--- src/rtl/xor_mask_arbiter.sv ---
`default_nettype none
// ============================================================================
// Module      : xor_mask_arbiter
// Description : Round-robin arbiter sharing one registered XOR/mask datapath
//               between N_REQ requesters, with valid/ready on both sides.
// Revision    : 1.0 - initial release
// ============================================================================
module xor_mask_arbiter #(
  parameter int N_REQ = 4,
  parameter int WIDTH = 8
) (
  input  logic                            clk,
  input  logic                            rst,
  input  logic [N_REQ-1:0]                req_valid,
  output logic [N_REQ-1:0]                req_ready,
  input  logic [N_REQ*WIDTH-1:0]          req_a,
  input  logic [N_REQ*WIDTH-1:0]          req_b,
  input  logic [WIDTH-1:0]                cfg_mask,
  output logic                            resp_valid,
  input  logic                            resp_ready,
  output logic [WIDTH-1:0]                resp_data,
  output logic [$clog2(N_REQ)-1:0]        resp_id
);

  localparam int IDW = $clog2(N_REQ);
  localparam logic [IDW-1:0] C_LAST_INIT = IDW'(N_REQ - 1);

  typedef enum logic [1:0] {
    S_IDLE = 2'd0,
    S_EXEC = 2'd1,
    S_RESP = 2'd2
  } state_t;

  state_t             r_state;
  logic [IDW-1:0]     r_last_grant;
  logic [IDW-1:0]     r_gid;
  logic [WIDTH-1:0]   r_a;
  logic [WIDTH-1:0]   r_b;
  logic [WIDTH-1:0]   r_mask;
  logic               r_resp_valid;
  logic [WIDTH-1:0]   r_resp_data;
  logic [IDW-1:0]     r_resp_id;

  logic               w_any;
  logic [IDW-1:0]     w_gnt;
  logic [IDW-1:0]     w_cand;
  int                 w_idx;

  // Scan from the farthest candidate down to last_grant+1 so the nearest
  // requester after the previous grant is the one left in w_gnt.
  always_comb begin
    w_any  = 1'b0;
    w_gnt  = '0;
    w_idx  = 0;
    w_cand = '0;
    for (int k = N_REQ; k >= 1; k--) begin
      w_idx  = (int'(r_last_grant) + k) % N_REQ;
      w_cand = IDW'(w_idx);
      if (req_valid[w_cand]) begin
        w_any = 1'b1;
        w_gnt = w_cand;
      end
    end
  end

  always_comb begin
    req_ready = '0;
    for (int i = 0; i < N_REQ; i++) begin
      req_ready[i] = (r_state == S_IDLE) && !rst && w_any && (w_gnt == IDW'(i));
    end
  end

  always_ff @(posedge clk) begin
    if (rst) begin
      r_state      <= S_IDLE;
      r_resp_valid <= 1'b0;
      r_resp_data  <= '0;
      r_resp_id    <= '0;
      r_last_grant <= C_LAST_INIT;
    end else begin
      case (r_state)
        S_IDLE: begin
          if (w_any) begin
            r_a          <= req_a[w_gnt*WIDTH +: WIDTH];
            r_b          <= req_b[w_gnt*WIDTH +: WIDTH];
            r_mask       <= cfg_mask;
            r_gid        <= w_gnt;
            r_last_grant <= w_gnt;
            r_state      <= S_EXEC;
          end
        end
        S_EXEC: begin
          r_resp_data  <= ((r_a ^ r_b) & r_mask) ^ (r_b & r_mask);
          r_resp_id    <= r_gid;
          r_resp_valid <= 1'b1;
          r_state      <= S_RESP;
        end
        S_RESP: begin
          if (resp_ready) begin
            r_resp_valid <= 1'b0;
            r_state      <= S_IDLE;
          end
        end
        default: r_state <= S_IDLE;
      endcase
    end
  end

  assign resp_valid = r_resp_valid;
  assign resp_data  = r_resp_data;
  assign resp_id    = r_resp_id;

endmodule
`default_nettype wire

--- config.mk ---
export PLATFORM = sky130hd
export DESIGN_NAME = xor_mask_arbiter
export DESIGN_NICKNAME = d
export VERILOG_FILES = /design/src/rtl/xor_mask_arbiter.sv
export SDC_FILE = /design/constraint.sdc
export NUM_CORES = 1
export LEC_CHECK = 0
export ABC_AREA = 1
export CAP_MARGIN = 20
export CORE_MARGIN = 2
export CORE_UTILIZATION = 35
export CTS_BUF_LIST = sky130_fd_sc_hd__clkbuf_16
export CTS_CLUSTER_SIZE = 16
export DETAILED_ROUTE_END_ITERATION = 8
export PLACE_DENSITY = 0.85
export SLEW_MARGIN = 20
export SYNTH_ARGS = -nofsm -noshare
export SYNTH_HDL_FRONTEND = slang
export SYNTH_SLANG_ARGS = --single-unit
--- constraint.sdc ---
create_clock -name clk -period 3.9 [get_ports clk]
set_input_delay 1.17 -clock clk [delete_from_list [all_inputs] [get_ports clk]]
set_output_delay 1.17 -clock clk [all_outputs]
set_load 0.005 [all_outputs]
Word level (Yosys, flattened, before mapping)
Cells that the tools add are included.
W data, S select, Z words.
{"block": "word_totals", "output_inout_bits": 15, "reg_bits": 41}
{"block": "classes", "eq_ne": 7, "bitwise_logic": 5, "n_shift": 2, "magnitude_cmp": 4, "addsub": 4, "reduce_logical": 14, "n_mux": 21}
{"operator": "$shiftx A32 B6 Y8", "count": 2}
{"operator": "$and A8 B8 Y8", "count": 2}
{"operator": "$xor A8 B8 Y8", "count": 2}
{"operator": "$lt A2 B3 Y1 const B", "count": 4}
{"operator": "$mux W2", "count": 6}
{"operator": "$mux W1", "count": 9}
{"operator": "$bmux W1 S2", "count": 4}
{"operator": "$eq A2 B2 Y1 const B", "count": 3}
{"operator": "$logic_and A1 B1 Y1", "count": 6}
{"operator": "$pmux W2 S3", "count": 1}
{"operator": "$reduce_and A2 Y1", "count": 3}
{"operator": "$add A2 B1 Y2 const B", "count": 2}
{"operator": "$add A2 B2 Y2 const B", "count": 2}
{"operator": "$eq A2 B1 Y1 const B", "count": 2}
{"operator": "$logic_not A2 Y1", "count": 2}
{"operator": "$ne A2 B2 Y1 const B", "count": 2}
{"operator": "$reduce_and A3 Y1", "count": 1}
{"operator": "$pmux W1 S2", "count": 1}
{"operator": "$reduce_bool A2 Y1", "count": 1}
{"operator": "$logic_not A1 Y1", "count": 1}
{"operator": "$not A1 Y1", "count": 1}

Logic depth before layout (Yosys ltp)
{"block": "depth", "depth_word": 9, "mapped_depth": 15}

Worst setup path before layout
No wires, ideal clock.
{"block": "synth_timing", "path_kind": "input-to-output", "from": "input port req_valid[3]", "to": "output port req_ready[2]", "n_path_buf": 0, "arrival_time_ps": 2908, "path_stages": 9, "t_required_ps": 2730, "setup_slack_ps": -178, "cell_sequence": "inv_1 -> nand2_1 -> nand2_1 -> and2_4 -> a21oi_1 -> nand2_1 -> nor2_1 -> inv_1 -> nor3_2"}
{"block": "synth_via", "elab_chain_len": 8, "word_cells_on_any_way": 19, "cone_classes": "eq/ne (1); mux (16); reduce/logical (2)"}
{"element": "start, declared", "line": "14", "rtl": "input logic [N_REQ-1:0] req_valid,"}
{"element": "$bmux W1 S2", "line": "59", "rtl": "if (req_valid[w_cand]) begin"}
{"element": "$mux W1 (not written as such)", "line": "59"}
{"element": "$mux W2 or $mux W1 (tied branches) (4 in a row)", "line": "59"}
{"element": "$eq A2 B2 Y1 or $logic_and A1 B1 Y1 (tied branches)", "line": "69", "rtl": "req_ready[i] = (r_state == S_IDLE) && !rst && w_any && (w_gnt == IDW'(i));"}
{"element": "$logic_and A1 B1 Y1 (*)", "line": "69"}
{"element": "end, declared", "line": "15", "rtl": "output logic [N_REQ-1:0] req_ready,"}
Every way passes the cells marked *; elsewhere a longest branch is shown, timed or not. The select of a mux whose other input is x is not followed.

Worst setup path after layout
{"block": "layout_timing", "from": "input port req_valid[1]", "to": "output port req_ready[2]"}
Same word-level chain as after synthesis.

==> metrics.yaml <==
global_routing:
  overflow: 0
  grt_pass1_wl_mm: 6.50
  grt_usage_pct: 15.3
  antenna_found_initial: 0
  grt_pass1_vias: 1436
  grt_max_degree: 19
place:
  dp_hpwl_mm: 3.07
  globalplace.congestion: 0.826
  portBuffers: 61
  place_area_um2: 2450
clocking:
  clockRootBuffer: "clkbuf_16"
  clkLatencyLatePin_ns: 0.27
  cts_hold_buffers: 0
  clockBufferDepth: 2
  cts.sinks: 33
  cts_tree: "done"
  numCtsBuffers: 5
  clk_pin_slew_ns: 0.05
  htree_levels: 2
power:
  vdd_drop_max_mv: 0.391
  total_power_w: 0.00207
  leakage_nw: 1.20
  p_per_area_nw_per_um2: 780
sta:
  drv_slew: 0
  hold_viol: 0
  period_share_pct: 94.5
  clock-skew-final_ns: 0.00340
  setup_violations: 0
  fmax_mhz: 271
  worstMarginPinSlew_ns: 0.497
  hold_ws_ns: 0.464
  slew-limit-headroom_pct: 66.8
  finalCriticalPeriod_ns: 3.69
  rsz0062_at_grt: "false"
worst_setup_path:
  crit_path_start_kind: "input port"
  cp_slowest_cell: "dlygate4sd2_1"
  setup.worst_path.end_class: "output port"
  crit_required_ns: 2.73
  cpPeakStageDelay_ns: 0.21
  cpMostUsedCell: "nand2_1"
  path_class: "in2out"
  cp_cell_sequence: "dlygate4sd2_1, inv_1, nand2_1, nand2_1, and2_4, a21oi_2, nand2_1, nor2_2, buf_4, inv_2, nor3_2, buf_2"
  critPathArrivalTime_ns: 2.52
  cp_max_fo: 2
floorplan:
  core_area_um2: 4790
  die_area_um2: 5630
  die_h_um: 75.0
  initial_core_util_pct: 36.9
  fp.dieW_um: 75.0
  ios: 94
  rows: 25
route:
  vias_per_cell: 4.48
  drtIter0Drc: 72
  num_vias: 1627
  drtAntennaViolNets: 0
  routedWlPerCell_um: 11.4
  drc: 0
  drtPass1Iterations: 4
  finalWirelength_mm: 4.15
final_layout:
  drive_above_1_share_pct: 18.6
  antenna_cells: 0
  nets: 374
  stdcell_area_um2: 2660
  seqCellArea_um2: 841
  nFillCells: 423
  syn_to_final_growth_pct: 50.4
  multiInputGateArea_um2: 751
synth:
  syn_inst: 223
  synth-seq-area-share_pct: 47.6
  syn_area_per_cell_um2: 7.92
  synth_seq_cells: 33
  syn_area_um2: 1770
  synth_cell_types: 25
  ys_warn_count: 0
  syn-num-nets: 302
min_path:
  hp-class: "reg2reg"
job:
  cap_viol_max_count: 0
status:
  status: "completed"
critical path: cells and delay by family:
kind | cells | cell delay, ns
simple gates | 6 | 0.66
buf+inv | 5 | 0.55
compound gates | 1 | 0.14
logic make-up after synthesis:
logic type / share of synthesized area (%)
AND/OR/NAND/NOR: 36.4
buffers and inverters: 11.1
flip-flops: 47.6
AO/OA/AOI/OAI: 4.89
worst paths after layout:
| check | slack [ns] | depth (start not counted) | to | from |
|---|---|---|---|---|
| setup / recovery | 0.21 | 12 | req_ready[2] | req_valid[1] |
| hold / removal | 0.46 | 2 | resp_data[1] | resp_data[1] |
| setup reg to reg | 1.62 | 11 | r_a[4] | r_last_grant[0] |
| hold reg to reg | 0.46 | 2 | resp_data[1] | resp_data[1] |
power breakdown:
| group | internal [W] | total [W] | switching [W] |
|---|---|---|---|
| combinational | 0.000472 | 0.00113 | 0.000662 |
| sequential | 0.000517 | 0.000572 | 0.0000545 |
| clock | 0.000233 | 0.000365 | 0.000132 |
flip-flops by register name (all words and copies together) (netlist names):
register,flops
r_a,8
r_gid,2
r_last_grant,2
r_mask,8
r_state,2
resp_data,8
resp_id,2
resp_valid,1
cells in the mapped netlist:
cell / n / share of area (%)
a21oi_1: 11 / 3.1
buf_4: 2 / 0.85
buf_2: 6 / 1.7
o21ai_2: 1 / 0.50
nand2_4: 2 / 1.3
nor2_4: 1 / 0.64
nand3_1: 28 / 7.9
buf_6: 4 / 2.5
nor2_1: 11 / 2.3
nor3_2: 2 / 1.1
nand2_1: 74 / 16
o21ai_0: 2 / 0.57
dfxtp_1: 15 / 17
inv_6: 1 / 0.50
and2_4: 1 / 0.50
nand2_2: 6 / 2.1
nand3b_1: 8 / 3.4
clkbuf_1: 3 / 0.64
nand3_4: 1 / 0.99
inv_2: 3 / 0.64
a211oi_1: 1 / 0.43
edfxtp_1: 18 / 31
inv_1: 20 / 4.2
o21ai_1: 1 / 0.28
nand4_1: 1 / 0.35
stage by stage:
stage	setup TNS [ns]	utilization (%)	std cells	worst slack (ns)
after detailed placement	-1.27	51.2	348	-0.331
after global placement	-1.17	51.2	348	-0.294
after global routing	0	55.5	363	0.0943
final	0	55.5	363	0.213
after floorplan	0	-	223	0.159
after CTS	0	54.6	360	0.00162
cells in the final DEF (no fill, tap or decap), types with 3 or more instances in the layout:
master           instances
clkbuf_16                5
clkdlybuf4s50_1         53
inv_2                    5
buf_4                   19
buf_2                    3
nand2_2                  9
nand3b_1                 8
dlymetal6s2s_1           3
nand3_1                 28
edfxtp_1                18
inv_1                   18
nand2_1                 71
dfxtp_1                 15
nor2_1                  10
a21oi_1                 10
routing by layer:
| metal | GRT usage (%) | vias up | part of all wire [%] |
|---|---|---|---|
| met1 | 20.1 | 713 | 43 |
| met5 | 0 | - | 0 |
| met2 | 24.8 | 50 | 50 |
| met3 | 3.61 | 9 | 5.9 |
| met4 | 5.56 | 0 | 1.7 |
| li1 | - | 855 | - |
final cells by class:
class,instances,area share (%)
clock buffers,5,4.71
clock inverters,3,0.659
inverters,24,3.58
multi-input cells,151,28.3
flip-flops and latches,33,31.7
well taps,67,3.16
repair buffers,80,28.0
what timing repair did:
item,in CTS,in global routing
setup endpoints to repair,4,4
pin swaps,3,6
buffers inserted,4,3
gates resized for setup,15,9
Power figures use the tool's default switching activity.
==> variant, RTL diff (same settings) <==
Re-encode `state_t` (3 states) as one-hot, 3 bits wide.
--- a/src/rtl/xor_mask_arbiter.sv
+++ b/src/rtl/xor_mask_arbiter.sv
@@ -25,10 +25,10 @@
   localparam int IDW = $clog2(N_REQ);
   localparam logic [IDW-1:0] C_LAST_INIT = IDW'(N_REQ - 1);
 
-  typedef enum logic [1:0] {
-    S_IDLE = 2'd0,
-    S_EXEC = 2'd1,
-    S_RESP = 2'd2
+  typedef enum logic [2:0] {
+    S_IDLE = 3'b001,
+    S_EXEC = 3'b010,
+    S_RESP = 3'b100
   } state_t;
 
   state_t             r_state;
Formal check against the unedited RTL: no difference found for any inputs over 10 cycles, from zero or initial values and one cycle with rst high; not proved beyond that.
==> variant against the unedited design <==
Fmax up 4.5%; hold slack worse by 0.019 ns; total power shrank 7.0%; clock skew shrank 0.0019 ns; routed wire length rose by 0.22%; design area grew 3.2%; first-iteration DRC count shrank 4.2%; count of clock-buffer cells in the layout is the same; synthesized area rose by 5.5%; setup slack better by 0.16 ns; sequential share of layout area is 0.25 points lower; sequential cell count is 1 higher.
==> variant: results (changes against the unedited design) <==
| Metric | Value |
|---|---|
| Worst hold slack | 0.445 ns (-0.0192 ns) |
| Initial DRC count | 69 (-4.2%) |
| CP max FO | 3 (+1) |
| Crit path largest cell delay | 0.16 ns (-0.05 ns) |
| Slowest CP cell | buf_4 |
| Post-DP HPWL | 3210 µm (+4.5%) |
| Synth cell count leaders | nand2_1, nand3_1, inv_1 |
| Gr usage total | 14.0% (-1.4 points) |
| First-pass GRT wire length | 6580 µm (+1.2%) |
| Hold wc startpoint | resp_id[0] |
| Largest net degree at the start of global routing | 24 (+5) |
| Met2 Track Usage GR | 23.9% (-0.90 points) |
| CP startpoint | req_valid[0] |
| Status | complete, no violations |
| Vias in the first global route | 1562 (+8.8%) |
| Fillers | 495 (+17%) |
| Met2 WL | 2060 µm (+0.44%) |
| Met3 Use GR | 4.12% (+0.50 points) |
| Ratio of cells with drive above 1 in the final layout | 18.0% (-0.57 points) |
| WL final | 4160 µm (+0.22%) |
| Syn Nets | 321 (+6.3%) |
| Sequential area share after synthesis | 46.2% (-1.4 points) |
| Post-synth cell types | 26 (+4.0%) |
| Hold Path End | resp_id[0] |
| Placed cell areas | 2550 µm² (+3.9%) |
-- variant: changes by cell type in the layout (fill, tap and decap cells not counted), sizes merged, moves of 3 or more --
cell | before | now
nand2 | 82 | 79
nand3 | 29 | 37
inv | 24 | 36
nor2 | 12 | 5
-- variant: timing repair --
item,4_1_cts,5_1_grt
resized for setup,15,17
setup endpoints to repair,4,4
pin swaps,4,6
buffers inserted,3,1
-- variant: power by group --
group          total [mW]  switching (mW)  internal (mW)
Clock               0.355           0.126          0.229
Sequential          0.577          0.0540          0.523
Combinational       0.995           0.574          0.421
-- variant: area by class of cell --
type	instances	share of cell area (%)
Sequential cell	34	31.4
Multi-Input combinational cell	155	28.8
Timing Repair Buffer	78	26.6
Inverter	36	5.02
Clock buffer	5	4.56
Tap cell	70	3.19
Clock inverter	3	0.411
